`src/rtl/range_window_detector_if.sv`:
```
// Bundle between range_window_detector and its driver.
// Sample, window bounds and clear in; led, pulses, error and count out.
interface range_window_detector_if #(
    parameter int WIDTH = 8,
    parameter int CNT_W = 16
);
    logic             sample_valid;
    logic [WIDTH-1:0] sw;
    logic [WIDTH-1:0] lo;
    logic [WIDTH-1:0] hi;
    logic             hit_clr;
    logic             led;
    logic             enter_pulse;
    logic             exit_pulse;
    logic             bound_err;
    logic [CNT_W-1:0] hit_count;

    modport master (
        output sample_valid, sw, lo, hi, hit_clr,
        input  led, enter_pulse, exit_pulse, bound_err, hit_count
    );

    modport slave (
        input  sample_valid, sw, lo, hi, hit_clr,
        output led, enter_pulse, exit_pulse, bound_err, hit_count
    );
endinterface

```
`src/rtl/range_window_detector.sv`:
```
// Debounced runtime window detector with entry/exit pulses and entry count.
// Optional HYST_EN macro widens the window by HYST while the led is on.
module range_window_detector #(
    parameter int WIDTH         = 8,
    parameter int STABLE_CYCLES = 4,
    parameter int CNT_W         = 16,
    parameter int HYST          = 4
) (
    input logic                    clk,
    input logic                    rst_n,
    range_window_detector_if.slave bus
);
    localparam int RW = $clog2(STABLE_CYCLES + 1);
    localparam logic [RW-1:0] LAST = RW'(STABLE_CYCLES - 1);
    localparam logic [RW-1:0] ONE = RW'(1);
    localparam logic [WIDTH:0] HYST_W = (WIDTH + 1)'(HYST);
    localparam logic [WIDTH:0] TOP = {1'b0, {WIDTH{1'b1}}};
    localparam logic [CNT_W-1:0] CMAX = '1;
`ifdef HYST_EN
    localparam bit HYST_ON = 1'b1;
`else
    localparam bit HYST_ON = 1'b0;
`endif

    typedef enum logic [1:0] {
        S_OUT,
        S_ENTER,
        S_IN,
        S_EXIT
    } state_t;

    state_t           state, nxt_state;
    logic [RW-1:0]    run, nxt_run;
    logic             enter, leave;
    logic             widen, inwin;
    logic [WIDTH:0]   lo_x, hi_x, sw_x;
    logic [WIDTH:0]   lo_w, hi_w, lo_e, hi_e;
    logic             led_q, enter_q, exit_q;
    logic [CNT_W-1:0] cnt_q;

    assign bus.bound_err   = bus.lo > bus.hi;
    assign bus.led         = led_q;
    assign bus.enter_pulse = enter_q;
    assign bus.exit_pulse  = exit_q;
    assign bus.hit_count   = cnt_q;

    // Effective window: widened (saturating) while inside, exact otherwise.
    always_comb begin
        lo_x  = {1'b0, bus.lo};
        hi_x  = {1'b0, bus.hi};
        sw_x  = {1'b0, bus.sw};
        lo_w  = (lo_x >= HYST_W) ? lo_x - HYST_W : '0;
        hi_w  = ((TOP - hi_x) < HYST_W) ? TOP : hi_x + HYST_W;
        widen = HYST_ON && (state == S_IN || state == S_EXIT);
        lo_e  = widen ? lo_w : lo_x;
        hi_e  = widen ? hi_w : hi_x;
        inwin = !bus.bound_err && (sw_x >= lo_e) && (sw_x <= hi_e);
    end

    // Debounce next-state: only valid samples advance or reset the run.
    always_comb begin
        nxt_state = state;
        nxt_run   = run;
        enter     = 1'b0;
        leave     = 1'b0;
        if (bus.sample_valid) begin
            unique case (state)
                S_OUT: begin
                    if (inwin) begin
                        if (STABLE_CYCLES == 1) begin
                            nxt_state = S_IN;
                            enter     = 1'b1;
                        end else begin
                            nxt_state = S_ENTER;
                            nxt_run   = ONE;
                        end
                    end
                end
                S_ENTER: begin
                    if (!inwin) begin
                        nxt_state = S_OUT;
                        nxt_run   = '0;
                    end else if (run == LAST) begin
                        nxt_state = S_IN;
                        nxt_run   = '0;
                        enter     = 1'b1;
                    end else begin
                        nxt_run = run + ONE;
                    end
                end
                S_IN: begin
                    if (!inwin) begin
                        if (STABLE_CYCLES == 1) begin
                            nxt_state = S_OUT;
                            leave     = 1'b1;
                        end else begin
                            nxt_state = S_EXIT;
                            nxt_run   = ONE;
                        end
                    end
                end
                S_EXIT: begin
                    if (inwin) begin
                        nxt_state = S_IN;
                        nxt_run   = '0;
                    end else if (run == LAST) begin
                        nxt_state = S_OUT;
                        nxt_run   = '0;
                        leave     = 1'b1;
                    end else begin
                        nxt_run = run + ONE;
                    end
                end
            endcase
        end
    end

    // State, registered led/pulses and saturating entry counter.
    always_ff @(posedge clk or negedge rst_n) begin
        if (!rst_n) begin
            state   <= S_OUT;
            run     <= '0;
            led_q   <= 1'b0;
            enter_q <= 1'b0;
            exit_q  <= 1'b0;
            cnt_q   <= '0;
        end else begin
            state   <= nxt_state;
            run     <= nxt_run;
            led_q   <= (nxt_state == S_IN) || (nxt_state == S_EXIT);
            enter_q <= enter;
            exit_q  <= leave;
            if (bus.hit_clr)
                cnt_q <= CNT_W'(enter);
            else if (enter && cnt_q != CMAX)
                cnt_q <= cnt_q + CNT_W'(1);
        end
    end
endmodule

```
`src/flat_wrapper.sv`:
```
// flat-port wrapper written by rule: the top's interface ports become plain ports
module range_window_detector_flat 
#(
    parameter int WIDTH         = 8,
    parameter int STABLE_CYCLES = 4,
    parameter int CNT_W         = 16,
    parameter int HYST          = 4
)
  (clk, rst_n, bus_sample_valid, bus_sw, bus_lo, bus_hi, bus_hit_clr, bus_led, bus_enter_pulse, bus_exit_pulse, bus_bound_err, bus_hit_count);
  range_window_detector_if #(.WIDTH(WIDTH), .CNT_W(CNT_W)) bus_i ();
  input logic clk;
  input logic rst_n;
  input wire logic [$bits(bus_i.sample_valid)-1:0] bus_sample_valid;
  input wire logic [$bits(bus_i.sw)-1:0] bus_sw;
  input wire logic [$bits(bus_i.lo)-1:0] bus_lo;
  input wire logic [$bits(bus_i.hi)-1:0] bus_hi;
  input wire logic [$bits(bus_i.hit_clr)-1:0] bus_hit_clr;
  output wire logic [$bits(bus_i.led)-1:0] bus_led;
  output wire logic [$bits(bus_i.enter_pulse)-1:0] bus_enter_pulse;
  output wire logic [$bits(bus_i.exit_pulse)-1:0] bus_exit_pulse;
  output wire logic [$bits(bus_i.bound_err)-1:0] bus_bound_err;
  output wire logic [$bits(bus_i.hit_count)-1:0] bus_hit_count;
  assign bus_i.sample_valid = bus_sample_valid;
  assign bus_i.sw = bus_sw;
  assign bus_i.lo = bus_lo;
  assign bus_i.hi = bus_hi;
  assign bus_i.hit_clr = bus_hit_clr;
  assign bus_led = bus_i.led;
  assign bus_enter_pulse = bus_i.enter_pulse;
  assign bus_exit_pulse = bus_i.exit_pulse;
  assign bus_bound_err = bus_i.bound_err;
  assign bus_hit_count = bus_i.hit_count;
  range_window_detector #(.WIDTH(WIDTH), .STABLE_CYCLES(STABLE_CYCLES), .CNT_W(CNT_W), .HYST(HYST)) u_core (.clk(clk), .rst_n(rst_n), .bus(bus_i));
endmodule
```
`config.mk`:
```
export PLATFORM = sky130hd
export DESIGN_NAME = range_window_detector_flat
export DESIGN_NICKNAME = d
export VERILOG_FILES = /design/src/rtl/range_window_detector_if.sv /design/src/rtl/range_window_detector.sv /design/src/flat_wrapper.sv
export SDC_FILE = /design/constraint.sdc
export NUM_CORES = 1
export LEC_CHECK = 0
export BUFFER_PORTS_ARGS = -buffer_cell sky130_fd_sc_hd__buf_2
export CORE_ASPECT_RATIO = 0.75
export CORE_MARGIN = 8
export CORE_UTILIZATION = 58
export CTS_BUF_LIST = sky130_fd_sc_hd__clkbuf_16
export DETAILED_ROUTE_END_ITERATION = 6
export PLACE_DENSITY = 0.86
export SLEW_MARGIN = 20
export SYNTH_ARGS = -nofsm -noshare
export SYNTH_HDL_FRONTEND = slang
export SYNTH_SLANG_ARGS = --single-unit
```
`constraint.sdc`:
```
create_clock -name clk -period 5.76 [get_ports clk]
set_input_delay 1.152 -clock clk [delete_from_list [all_inputs] [get_ports clk]]
set_output_delay 1.152 -clock clk [all_outputs]
set_load 0.005 [all_outputs]
```
[After elaboration in Yosys (flattened, before gate mapping)]
Index checks and enable logic that the tools add are counted.
Word-level totals
  bits in registers: 24
  memory bits (writable): 0
  memories kept: 0
  output and inout port bits: 20
  word-level logic and storage cells: 51
  latch bits: 0
  memory bits (read-only): 0
Operators by class
  reduce and logical (&&, ||, !) cells: 8
  equal/unequal tests: 9
  bitwise logic cells: 0
  div/mod/pow operators: 0
  magnitude comparators: 3
  multipliers: 0
  multiplexer cells: 23
  shift-type cells: 0
  add/sub/neg operators: 2
Operator list (count)
  $mux W16: 2
  $add A16 B1 Y16 const B: 1
  $ne A16 B16 Y1 const B: 1
  $mux W3: 5
  $mux W2: 7
  $pmux W3 S4: 1
  $eq A2 B2 Y1 const B: 4
  $ge A8 B8 Y1: 1
  $gt A8 B8 Y1: 1
  $le A8 B8 Y1: 1
  $pmux W2 S4: 1
  $mux W1: 7
  $add A3 B1 Y3 const B: 1
  $eq A3 B2 Y1 const B: 1
  $logic_and A1 B1 Y1: 3
  $reduce_and A3 Y1: 1
  $eq A2 B1 Y1 const B: 1
  $logic_not A2 Y1: 1
  $ne A2 B1 Y1 const B: 1
  $ne A2 B2 Y1 const B: 1
  $reduce_bool A2 Y1: 1
  $logic_not A1 Y1: 1
  $logic_or A1 B1 Y1: 1

[Logic depth before layout (Yosys ltp)]
  depth after elaboration: 10
  depth in mapped cells: 10

[Worst setup path after synthesis]
No wires, ideal clock.
  kind: input-to-output
  start point: input bus_hi[1]
  end point: output bus_bound_err
  required time: 4.608 ns
  path slack: 2.610 ns
  stages on the path: 6
  arrival: 1.998 ns
  path through: inv_1 ha_1 nor2b_1 o211ai_1 a211o_1 nand2_1
On the way
  longest elaborated chain between the ends: 1
RTL lines
  start, declared: line flat_wrapper.sv:16  | input wire logic [$bits(bus_i.hi)-1:0] bus_hi;
  $gt A8 B8 Y1: line range_window_detector.sv:41  | assign bus.bound_err = bus.lo > bus.hi;
  end, declared: line flat_wrapper.sv:21  | output wire logic [$bits(bus_i.bound_err)-1:0] bus_bound_err;
No other way between the ends.

[Worst setup path after layout]
Same ends and word-level chain as after synthesis.

==> out/qor.txt <==
==============================================================================
Area overhead of the layout relative to synthesis                        17.7%
Gr ovfl total                                                                0
Crit start category                                                  input pin
Post-synth top area share                                                30.4%
Total setup violations reported at the end of the flow                       0
Number of levels in the clock H-tree                                         1
Filler Cell Count                                                          256
Routed via count                                                          1774
Ratio of cells with drive above 1 in the final layout                    25.2%
Total DRC errors in the routed layout                                        0
Tightest Pin Transition                                                 509 ps
Final Hold Violating Endpoints                                               0
Count of mapped cells out of synthesis                                     225
Cell taking the most area after synthesis                         sky130_fd_sc_hd__dfrtp_1
Max-Cap Viols                                                                0
Iter 0 DRT Violations                                                      139
Count of yosys warnings during synthesis                                     0
Final critical-path required period                                    3390 ps
Async SR Flop Fraction                                                    100%
Post-synthesis area per instance                                      8.79 µm²
Worst-case setup margin in the final layout                            2370 ps
Effective utilization at floorplan                                       60.5%
Via count of the first global-routing pass                                1643
Number of stages on the worst hold path                                      1
Maximum fanout count along the critical path                                 2
Maximum number of pins on one net before global-route repair                32
Detailed Routing Iterations Pass 1                                           4
Reported leakage power                                              0.00120 µW
Final routed wire length divided by cell count                         15.1 µm
Number of ports placed on the die boundary                                  48
Number of cell instances on the worst register-to-register path              7
Global-route wire length before repair                                 7.39 mm
TritonCTS buffer count                                                       3
Largest clock skew in the final design                                 8.48 ps
Root cell of the clock tree                                       sky130_fd_sc_hd__clkbuf_16
Diode insertion count for antenna repair                                     0
Port Buffers                                                                47
Clock sinks                                                                 24
Top cells by area, synth                                          sky130_fd_sc_hd__dfrtp_1 30%, sky130_fd_sc_hd__ha_1 16%, sky130_fd_sc_hd__mux2_2 5.7%, sky130_fd_sc_hd__inv_1 4.4%, sky130_fd_sc_hd__nand4_1 3.2%
Count of state elements after synthesis                                     24
Most repeated cell in the gate-level netlist after synthesis      sky130_fd_sc_hd__ha_1
Synthesized net count                                                      279
Power share of the clock group                                           37.5%
Total global-route track usage                                           15.9%
Achievable frequency                                                   295 MHz
Setup repair after global routing missed its margin                      false
Antenna Violating Nets Remaining                                             0
Number of distinct library cells after synthesis                            47
Overall power consumption                                               533 µW
Core footprint                                                     0.00327 mm²
Antenna violations before repair                                             0
Pint                                                                    379 µW
Dpl hpwl                                                               3.54 mm
Total setup buffers inserted after CTS                                       0
PD cells                                                            229 mW/mm²
Arrival @ worst endpoint                                               2240 ps
Std-Cell Rows                                                               18
Nets                                                                       321
Post-Syn Area                                                      0.00198 mm²
Crit path capture type                                             output port
Relative max-transition margin                                           65.2%
Placement-stage worst setup slack                                      2360 ps
Switching pwr                                                           154 µW
Width of the die                                                       83.4 µm
Final WL                                                               4.63 mm
Share of total power in combinational logic                              24.3%
Ys flop type                                                      sky130_fd_sc_hd__dfrtp_1
Number of instances resized during post-cts repair                           0
Clock Tree Buf Depth                                                         2
Die H                                                                  66.6 µm
Reg clk slew, reported paths                                             70 ps
Final std cells w/o fill                                                   306
Period utilization                                                       58.9%
Total Die Area                                                     0.00555 mm²
RD Place Congestion                                                      0.811
Number of enable flip-flop cells after synthesis                             0
Pins over their slew limit                                                   0
CTS tree                                                                  done
Tightest hold margin                                                    568 ps
Relative contribution of sequential cells to total power                 38.2%
Sequential cell area fraction in the yosys report                        30.4%
Vias/cell                                                                 5.80
Type of the setup path with the least slack                             in2out
Top cells by count, synth                                         26 x sky130_fd_sc_hd__ha_1, 24 x sky130_fd_sc_hd__dfrtp_1, 23 x sky130_fd_sc_hd__inv_1
Type of the tightest min-delay check                                   reg2reg
Worst-Skew Late Latency                                                 260 ps
Hold-fix buffers, CTS                                                        0
Critical path data required time                                       4610 ps
Outcome                                                           complete, no violations
Switching Share                                                          28.8%
DP Cell Count                                                              302
Total Negative Setup Slacks                                               0 ps
Peak ir drop on the vdd network                                       0.243 mV
==============================================================================
-- final timing paths --
check,slack [ps],endpoint,startpoint
setup / recovery,2370,bus_bound_err,bus_hi[1]
hold / removal,570,u_core.run[2]$_DFFE_PN0P_,u_core.run[2]$_DFFE_PN0P_
setup reg to reg,3180,u_core.bus.hit_count[15]$_DFFE_PN0P_,u_core.bus.hit_count[0]$_DFFE_PN0P_
hold reg to reg,570,u_core.run[2]$_DFFE_PN0P_,u_core.run[2]$_DFFE_PN0P_
max in group asynchronous,4540,u_core.bus.hit_count[2]$_DFFE_PN0P_,rst_n
min in group asynchronous,860,u_core.bus.hit_count[10]$_DFFE_PN0P_,rst_n
-- cell families after synthesis --
kind of cell / share of synthesized area (%)
AO/OA/AOI/OAI: 13.4
adder cells (fa/ha/maj): 16.5
XOR/XNOR: 0.443
buffers and inverters: 6.77
multiplexers: 6.20
AND/OR/NAND/NOR: 26.3
flip-flops: 30.4
-- worst max-delay path, stage by stage --
cell and delay (ps):
sky130_fd_sc_hd__buf_2 70, sky130_fd_sc_hd__inv_1 50, sky130_fd_sc_hd__ha_1 290, sky130_fd_sc_hd__nor2b_1 120
sky130_fd_sc_hd__o211ai_1 100, sky130_fd_sc_hd__a211o_1 290, sky130_fd_sc_hd__nand2_1 70, sky130_fd_sc_hd__buf_2 100
-- per-stage QoR --
stage	instance area, µm²	util, %
after floorplan	1980	-
after global placement	2220	68.0
after detailed placement	2220	68.0
after CTS	2330	71.3
after global routing	2330	71.3
final	2330	71.3
-- cell type report --
cell class,instances,area [µm²],share of cell area (%)
Clock buffer,3,75.1,3.23
Clock inverter,1,30.0,1.29
Inverter,23,86.3,3.71
Multi-Input combinational cell,167,1240,53.4
Sequential cell,24,601,25.8
Tap cell,40,50.0,2.15
Timing Repair Buffer,48,243,10.4
-- sequential cells by signal, summed over array words and instances (netlist names) --
name and flops:
u_core.bus.enter_pulse 1, u_core.bus.exit_pulse 1, u_core.bus.hit_count 16, u_core.bus.led 1, u_core.run 3, u_core.state 2
-- power groups by stage --
stage | sequential, µW | combinational (µW) | clock [µW]
6_report | 204 | 129 | 200
5_1_grt | 205 | 147 | 210
4_1_cts | 202 | 130 | 202
3_5_place_dp | 205 | 127 | 0
3_3_place_gp | 204 | 121 | 0
2_1_floorplan | 198 | 93.4 | 0
-- layout by cell type, fill, tap and decap left out, types with 2 or more instances in the layout --
cell type,count
sky130_fd_sc_hd__nor3_1,7
sky130_fd_sc_hd__nor2b_1,9
sky130_fd_sc_hd__nand3_1,11
sky130_fd_sc_hd__o21ai_0,7
sky130_fd_sc_hd__and3_1,3
sky130_fd_sc_hd__o31ai_1,7
sky130_fd_sc_hd__nor2_1,12
sky130_fd_sc_hd__nand2b_1,4
sky130_fd_sc_hd__or4_1,4
sky130_fd_sc_hd__clkbuf_16,3
sky130_fd_sc_hd__and2_1,3
sky130_fd_sc_hd__a21oi_1,12
sky130_fd_sc_hd__ha_1,26
sky130_fd_sc_hd__nand4b_1,2
sky130_fd_sc_hd__nand2_1,9
sky130_fd_sc_hd__nor4_1,2
sky130_fd_sc_hd__inv_1,23
sky130_fd_sc_hd__dfrtp_1,24
sky130_fd_sc_hd__buf_2,47
sky130_fd_sc_hd__nand4_1,10
sky130_fd_sc_hd__or3_1,5
sky130_fd_sc_hd__mux2_2,10
-- per-layer routing --
layer	wire, µm	global-route usage [%]	vias up
met3	277	3.65	4
met4	49	5.36	0
met2	2040	24.9	58
met5	0	0	-
li1	-	-	893
met1	2260	21.1	819
(Power assumes the default switching activity.)
